--- src/rtl/debounce_bank_pkg.sv ---
// Shared definitions for the debounce bank: hold FSM state encoding and
// counter-width helpers evaluated at elaboration time.
package debounce_bank_pkg;

   typedef enum logic [1:0] {
      HOLD_IDLE   = 2'd0,
      HOLD_WAIT   = 2'd1,
      HOLD_REPEAT = 2'd2
   } hold_state_t;

   function automatic int unsigned clog2(input longint unsigned value);
      int unsigned bits;
      bits = 0;
      for (int unsigned i = 0; i < 63; i++) begin
         if ((64'(1) << i) < value) begin
            bits = i + 1;
         end
      end
      return bits;
   endfunction

   function automatic int unsigned max_u(input int unsigned a, input int unsigned b);
      return (a > b) ? a : b;
   endfunction

   // Width able to hold the terminal value itself; never narrower than 1 bit.
   function automatic int unsigned cnt_width(input int unsigned terminal);
      int unsigned w;
      w = clog2(64'(terminal) + 64'(1));
      return (w < 1) ? 1 : w;
   endfunction

endpackage

--- src/rtl/debounce_channel.sv ---
// One debounce channel: 2-FF synchroniser, stable-count debounce, registered
// edge pulses and long-press / auto-repeat hold detection.
module debounce_channel
   import debounce_bank_pkg::*;
#(
   parameter int unsigned DEBOUNCE_LIMIT = 250000,
   parameter int unsigned HOLD_LIMIT     = 12500000,
   parameter int unsigned REPEAT_LIMIT   = 2500000
) (
   input  logic clk,
   input  logic rst,
   input  logic pin,
   output logic level,
   output logic rise,
   output logic fall,
   output logic hold
);

   localparam int unsigned DW = cnt_width(DEBOUNCE_LIMIT);
   localparam logic [DW-1:0] DCNT_TERM = DW'(DEBOUNCE_LIMIT - 1);

   logic [1:0]    sync_q;
   logic          s;
   logic [DW-1:0] dcnt;
   logic          flip;
   logic          level_next;

   assign s = sync_q[1];

   always_comb begin
      flip       = (s != level) && (dcnt == DCNT_TERM);
      level_next = flip ? s : level;
   end

   always_ff @(posedge clk) begin
      if (rst) begin
         sync_q <= '0;
         dcnt   <= '0;
         level  <= 1'b0;
         rise   <= 1'b0;
         fall   <= 1'b0;
      end else begin
         sync_q <= {sync_q[0], pin};
         level  <= level_next;
         rise   <= flip & s;
         fall   <= flip & ~s;
         if ((s == level) || flip) begin
            dcnt <= '0;
         end else begin
            dcnt <= dcnt + 1'b1;
         end
      end
   end

   generate
      if (HOLD_LIMIT == 0) begin : g_no_hold
         assign hold = 1'b0;
      end else begin : g_hold
         localparam int unsigned HW = cnt_width(max_u(HOLD_LIMIT, REPEAT_LIMIT));
         localparam logic [HW-1:0] HOLD_TERM = HW'(HOLD_LIMIT);
         localparam logic [HW-1:0] REP_TERM  = HW'(REPEAT_LIMIT);

         hold_state_t   state;
         logic [HW-1:0] hcnt;

         // Driven from level_next so WAIT is entered on the same edge that
         // raises o_Rise, and a release edge suppresses a coincident hold.
         // With REPEAT_LIMIT==0 the REPEAT state simply parks (no more pulses).
         always_ff @(posedge clk) begin
            if (rst) begin
               state <= HOLD_IDLE;
               hcnt  <= '0;
               hold  <= 1'b0;
            end else begin
               hold <= 1'b0;
               if (!level_next) begin
                  state <= HOLD_IDLE;
                  hcnt  <= '0;
               end else begin
                  case (state)
                     HOLD_IDLE: begin
                        state <= HOLD_WAIT;
                        hcnt  <= HW'(1);
                     end
                     HOLD_WAIT: begin
                        if (hcnt == HOLD_TERM) begin
                           hold  <= 1'b1;
                           hcnt  <= HW'(1);
                           state <= HOLD_REPEAT;
                        end else begin
                           hcnt <= hcnt + 1'b1;
                        end
                     end
                     HOLD_REPEAT: begin
                        if (REPEAT_LIMIT != 0) begin
                           if (hcnt == REP_TERM) begin
                              hold <= 1'b1;
                              hcnt <= HW'(1);
                           end else begin
                              hcnt <= hcnt + 1'b1;
                           end
                        end
                     end
                     default: begin
                        state <= HOLD_IDLE;
                        hcnt  <= '0;
                     end
                  endcase
               end
            end
         end
      end
   endgenerate

   always_ff @(posedge clk) begin
      if (!rst) begin
         assert (!(rise && fall));
      end
   end

endmodule

--- src/rtl/debounce_bank.sv ---
// N-channel switch/button debouncer: polarity normalisation followed by one
// independent debounce_channel per pin.
module debounce_bank
   import debounce_bank_pkg::*;
#(
   parameter int unsigned NUM_CH         = 4,
   parameter int unsigned DEBOUNCE_LIMIT = 250000,
   parameter int unsigned HOLD_LIMIT     = 12500000,
   parameter int unsigned REPEAT_LIMIT   = 2500000,
   parameter logic        ACTIVE_LOW     = 1'b1
) (
   input  logic              i_Clk,
   input  logic              i_Rst,
   input  logic [NUM_CH-1:0] i_Switch,
   output logic [NUM_CH-1:0] o_Level,
   output logic [NUM_CH-1:0] o_Rise,
   output logic [NUM_CH-1:0] o_Fall,
   output logic [NUM_CH-1:0] o_Hold
);

   logic [NUM_CH-1:0] pin;

   assign pin = i_Switch ^ {NUM_CH{ACTIVE_LOW}};

   for (genvar ch = 0; ch < NUM_CH; ch++) begin : g_ch
      debounce_channel #(
         .DEBOUNCE_LIMIT (DEBOUNCE_LIMIT),
         .HOLD_LIMIT     (HOLD_LIMIT),
         .REPEAT_LIMIT   (REPEAT_LIMIT)
      ) u_channel (
         .clk   (i_Clk),
         .rst   (i_Rst),
         .pin   (pin[ch]),
         .level (o_Level[ch]),
         .rise  (o_Rise[ch]),
         .fall  (o_Fall[ch]),
         .hold  (o_Hold[ch])
      );
   end

endmodule
--- config.mk ---
export PLATFORM = sky130hd
export DESIGN_NAME = debounce_bank
export DESIGN_NICKNAME = d
export VERILOG_FILES = /design/src/rtl/debounce_bank_pkg.sv /design/src/rtl/debounce_channel.sv /design/src/rtl/debounce_bank.sv
export SDC_FILE = /design/constraint.sdc
export NUM_CORES = 1
export LEC_CHECK = 0
export CAP_MARGIN = 20
export CELL_PAD_IN_SITES_DETAIL_PLACEMENT = 0
export CELL_PAD_IN_SITES_GLOBAL_PLACEMENT = 2
export CORE_MARGIN = 2
export CORE_UTILIZATION = 32
export DETAILED_ROUTE_END_ITERATION = 7
export GPL_TIMING_DRIVEN = 1
export PLACE_DENSITY = 0.69
export SYNTH_ARGS = -nofsm -noshare
export SYNTH_HDL_FRONTEND = slang
export SYNTH_SLANG_ARGS = --single-unit
--- constraint.sdc ---
create_clock -name i_Clk -period 2.1 [get_ports i_Clk]
set_input_delay 0.315 -clock i_Clk [delete_from_list [all_inputs] [get_ports i_Clk]]
set_output_delay 0.315 -clock i_Clk [all_outputs]
set_load 0.05 [all_outputs]
==> results.tsv <==
stage	metric	value	unit
outcome	outcome	finished, final reports clean	
cells_and_area	synthToLayoutAreaGrowth	18.1	%
cells_and_area	layout.nets	1160	
detailed_routing	dr.pass1.iters	4	
detailed_routing	drc	0	
sta	hold_ws	0.395	ns
global_route	grt_first_pass_wirelength	32.7	mm
sta	rsz0062_at_grt	yes	
sta	slew_headroom	62.7	%
clock_network	cts.path.max_buffers	2	
logic_synthesis	netlist-cell-type-count	60	
power_and_ir_drop	power_density	662	nW/um^2
logic_synthesis	yosys_warnings	0	
die	die_h	174	microns
clock_network	cts_tree	built	
detailed_routing	num_vias	6946	
logic_synthesis	postSynth.asyncResetShare	0	%
cells_and_area	stdcell_area	10900	sq um
die	num_rows	62	
power_and_ir_drop	p_total	0.00724	W
detailed_routing	drt-total-wl	18.7	mm
logic_synthesis	syn-num-nets	1093	
power_and_ir_drop	leakage	3.68	nW
sta	min_period	2.01	ns
placement	port_buffers	21	
global_route	grt-ovfl-total	0	
global_route	grt_max_degree	24	
job	max_cap_viol_count	0	
sta	tns	0	ns
power_and_ir_drop	ir_worst_vdd	0.000535	V
placement	placed_area	10300	sq um
min_path	hold_class	in2reg	
logic_synthesis	ys_ff_latch	200	
logic_synthesis	synthFlopType	dfxtp_1	
global_route	antenna_found_initial	0	
setup_path	startpoint_type	flip-flop	
cells_and_area	n_antenna_cell	0	
clock_network	ctsHoldBuffers	0	
cells_and_area	final_util	38.2	%
logic_synthesis	synth_edf_count	0	
sta	skew	0.0112	ns
die	dieArea	30300	sq um
die	die_w	174	microns
clock_network	clkLatencyLatePin	0.43	ns
cells_and_area	final_layout_size_suffix_gt1_share	10.9	%
clock_network	clkSinkCount	200	
clock_network	cts_buffers	17	
placement	dp_hpwl	13.0	mm
sta	slew_violations	0	
logic_synthesis	post-synth-top-count-cell	nor2_1	
detailed_routing	ant_nets	0	
sta	fmax	0.496	GHz
global_route	grt_pass1_vias	6843	
logic_synthesis	synthTopCellsByCount	212 x nor2_1, 200 x dfxtp_1, 103 x xor2_1	
detailed_routing	dr.first_iter.drc_count	420	
logic_synthesis	synth_top_area_cell	dfxtp_1	
sta	hold_violations	0	
setup_path	critPathCaptureType	flip-flop	
logic_synthesis	synth_area	9260	sq um
placement	place.gp.congestion	0.738	
global_route	grt_util_all_layers	12.9	%
logic_synthesis	synth_top_area_share	43.2	%
die	coreArea	28600	sq um
logic_synthesis	synth_area_leaders	dfxtp_1 43%, xor2_1 9.7%, nor2_1 8.6%, xnor2_1 4.8%, ha_1 4.3%	
sta	finalSetupViolCount	0	
logic_synthesis	ys_seq_area_share	43.2	%
clock_network	cts_root_buf	clkbuf_16	
setup_path	critPathRequiredTime	2.42	ns
detailed_routing	wl_per_cell	12.3	microns
die	start_util	32.3	%
sta	worst_pin_slew	0.556	ns
setup_path	worstSetupPathType	reg2reg	
logic_synthesis	syn_inst	1055	
die	num_io_pins	22	
detailed_routing	via_per_inst	4.58	
clock_network	htree_levels	4	
clock_network	path_clk_slew	0.08	ns
setup_path	crit_fanout	23	
sta	post-route-period-util	95.9	%
setup_path	cp.arrival	2.33	ns
logic_synthesis	syn_area_per_cell	8.78	sq um
critical path: stages, from the launching register on:
cell and delay [ns]:
dfxtp_1 0.31, or4_4 0.55, nor4_4 0.39, a31oi_1 0.15
o221ai_2 0.23, buf_12 0.21, nor2_1 0.06
stage by stage:
| stage | worst slack, ns | std cells |
|---|---|---|
| final | 0.0852 | 1518 |
| after global routing | -0.0396 | 1518 |
| after CTS | 0.00680 | 1516 |
| after detailed placement | 0.0282 | 1485 |
| after global placement | 0.0428 | 1485 |
| after floorplan | 0.131 | 1055 |
cells in the final DEF (no fill, tap or decap), types with 26 or more instances in the layout:
cell	n
nand4_1	48
xnor2_1	51
nor3_1	28
ha_1	32
inv_1	40
buf_4	63
nor2_1	212
xor2_1	103
nand2_1	53
and3_1	26
nand3_1	78
dfxtp_1	200
routing by layer:
metal  up-vias  global-route usage, %  share of wire [%]
li1       3709                      -                  -
met1      3186                   17.5                 52
met2        43                   20.9                 45
met3         8                   2.49                2.0
met4         0                   3.36               0.90
met5         -                      0                  0
final timing paths:
kind | from | endpoint | slack (ns) | cells after the start
hold reg to reg | g_ch[2].u_channel.sync_q[0] | g_ch[2].u_channel.sync_q[1] | 0.44 | 1
hold / removal | i_Switch[3] | g_ch[3].u_channel.sync_q[0] | 0.39 | 2
setup / recovery | g_ch[3].u_channel.g_hold.hcnt[16] | g_ch[3].u_channel.g_hold.hcnt[23] | 0.09 | 6
setup reg to reg | g_ch[3].u_channel.g_hold.hcnt[16] | g_ch[3].u_channel.g_hold.hcnt[23] | 0.09 | 6
where the power goes:
group | switching (W) | total, W | internal, W
Clock | 0.00154 | 0.00337 | 0.00183
Combinational | 0.0000322 | 0.0000603 | 0.0000281
Sequential | 0.00000653 | 0.00380 | 0.00380
Total | 0.00158 | 0.00724 | 0.00566
kinds of logic (layout without fill, tap and decap cells):
| group | after synthesis | after routing | share of synthesized area, % |
|---|---|---|---|
| xor gates and xnor gates | 154 | 154 | 14.6 |
| DFF | 200 | 200 | 43.2 |
| and+or+nand+nor | 543 | 543 | 30.1 |
| adders and majority gates | 32 | 32 | 4.32 |
| muxes | 2 | 2 | 0.230 |
| AOI/OAI and AO/OA | 42 | 42 | 3.26 |
| buffers and inverters | 82 | 161 | 4.24 |
area by class of cell:
type	instances	area, sq um
repair buffers	90	808
flip-flops and latches	200	4000
well taps	384	480
fillers	2927	17700
inverters	40	150
multi-input cells	773	4900
clock inverters	12	153
clock buffers	19	443
sequential cells by signal, indices dropped and copies added, names as in the netlist:
register and cells:
g_ch.u_channel.dcnt 72, g_ch.u_channel.fall 4, g_ch.u_channel.g_hold.hcnt 96, g_ch.u_channel.g_hold.state 8, g_ch.u_channel.hold 4, g_ch.u_channel.level 4, g_ch.u_channel.rise 4, g_ch.u_channel.sync_q 8
what timing repair did:
item / 4_1_cts / 5_1_grt
hold endpoints to repair: 0 / 0
setup buffers: 0 / 2
resized for setup: 0 / 8
endpoints found under the setup margin: 0 / 75
No activity file was read; power rests on OpenSTA's default activity.
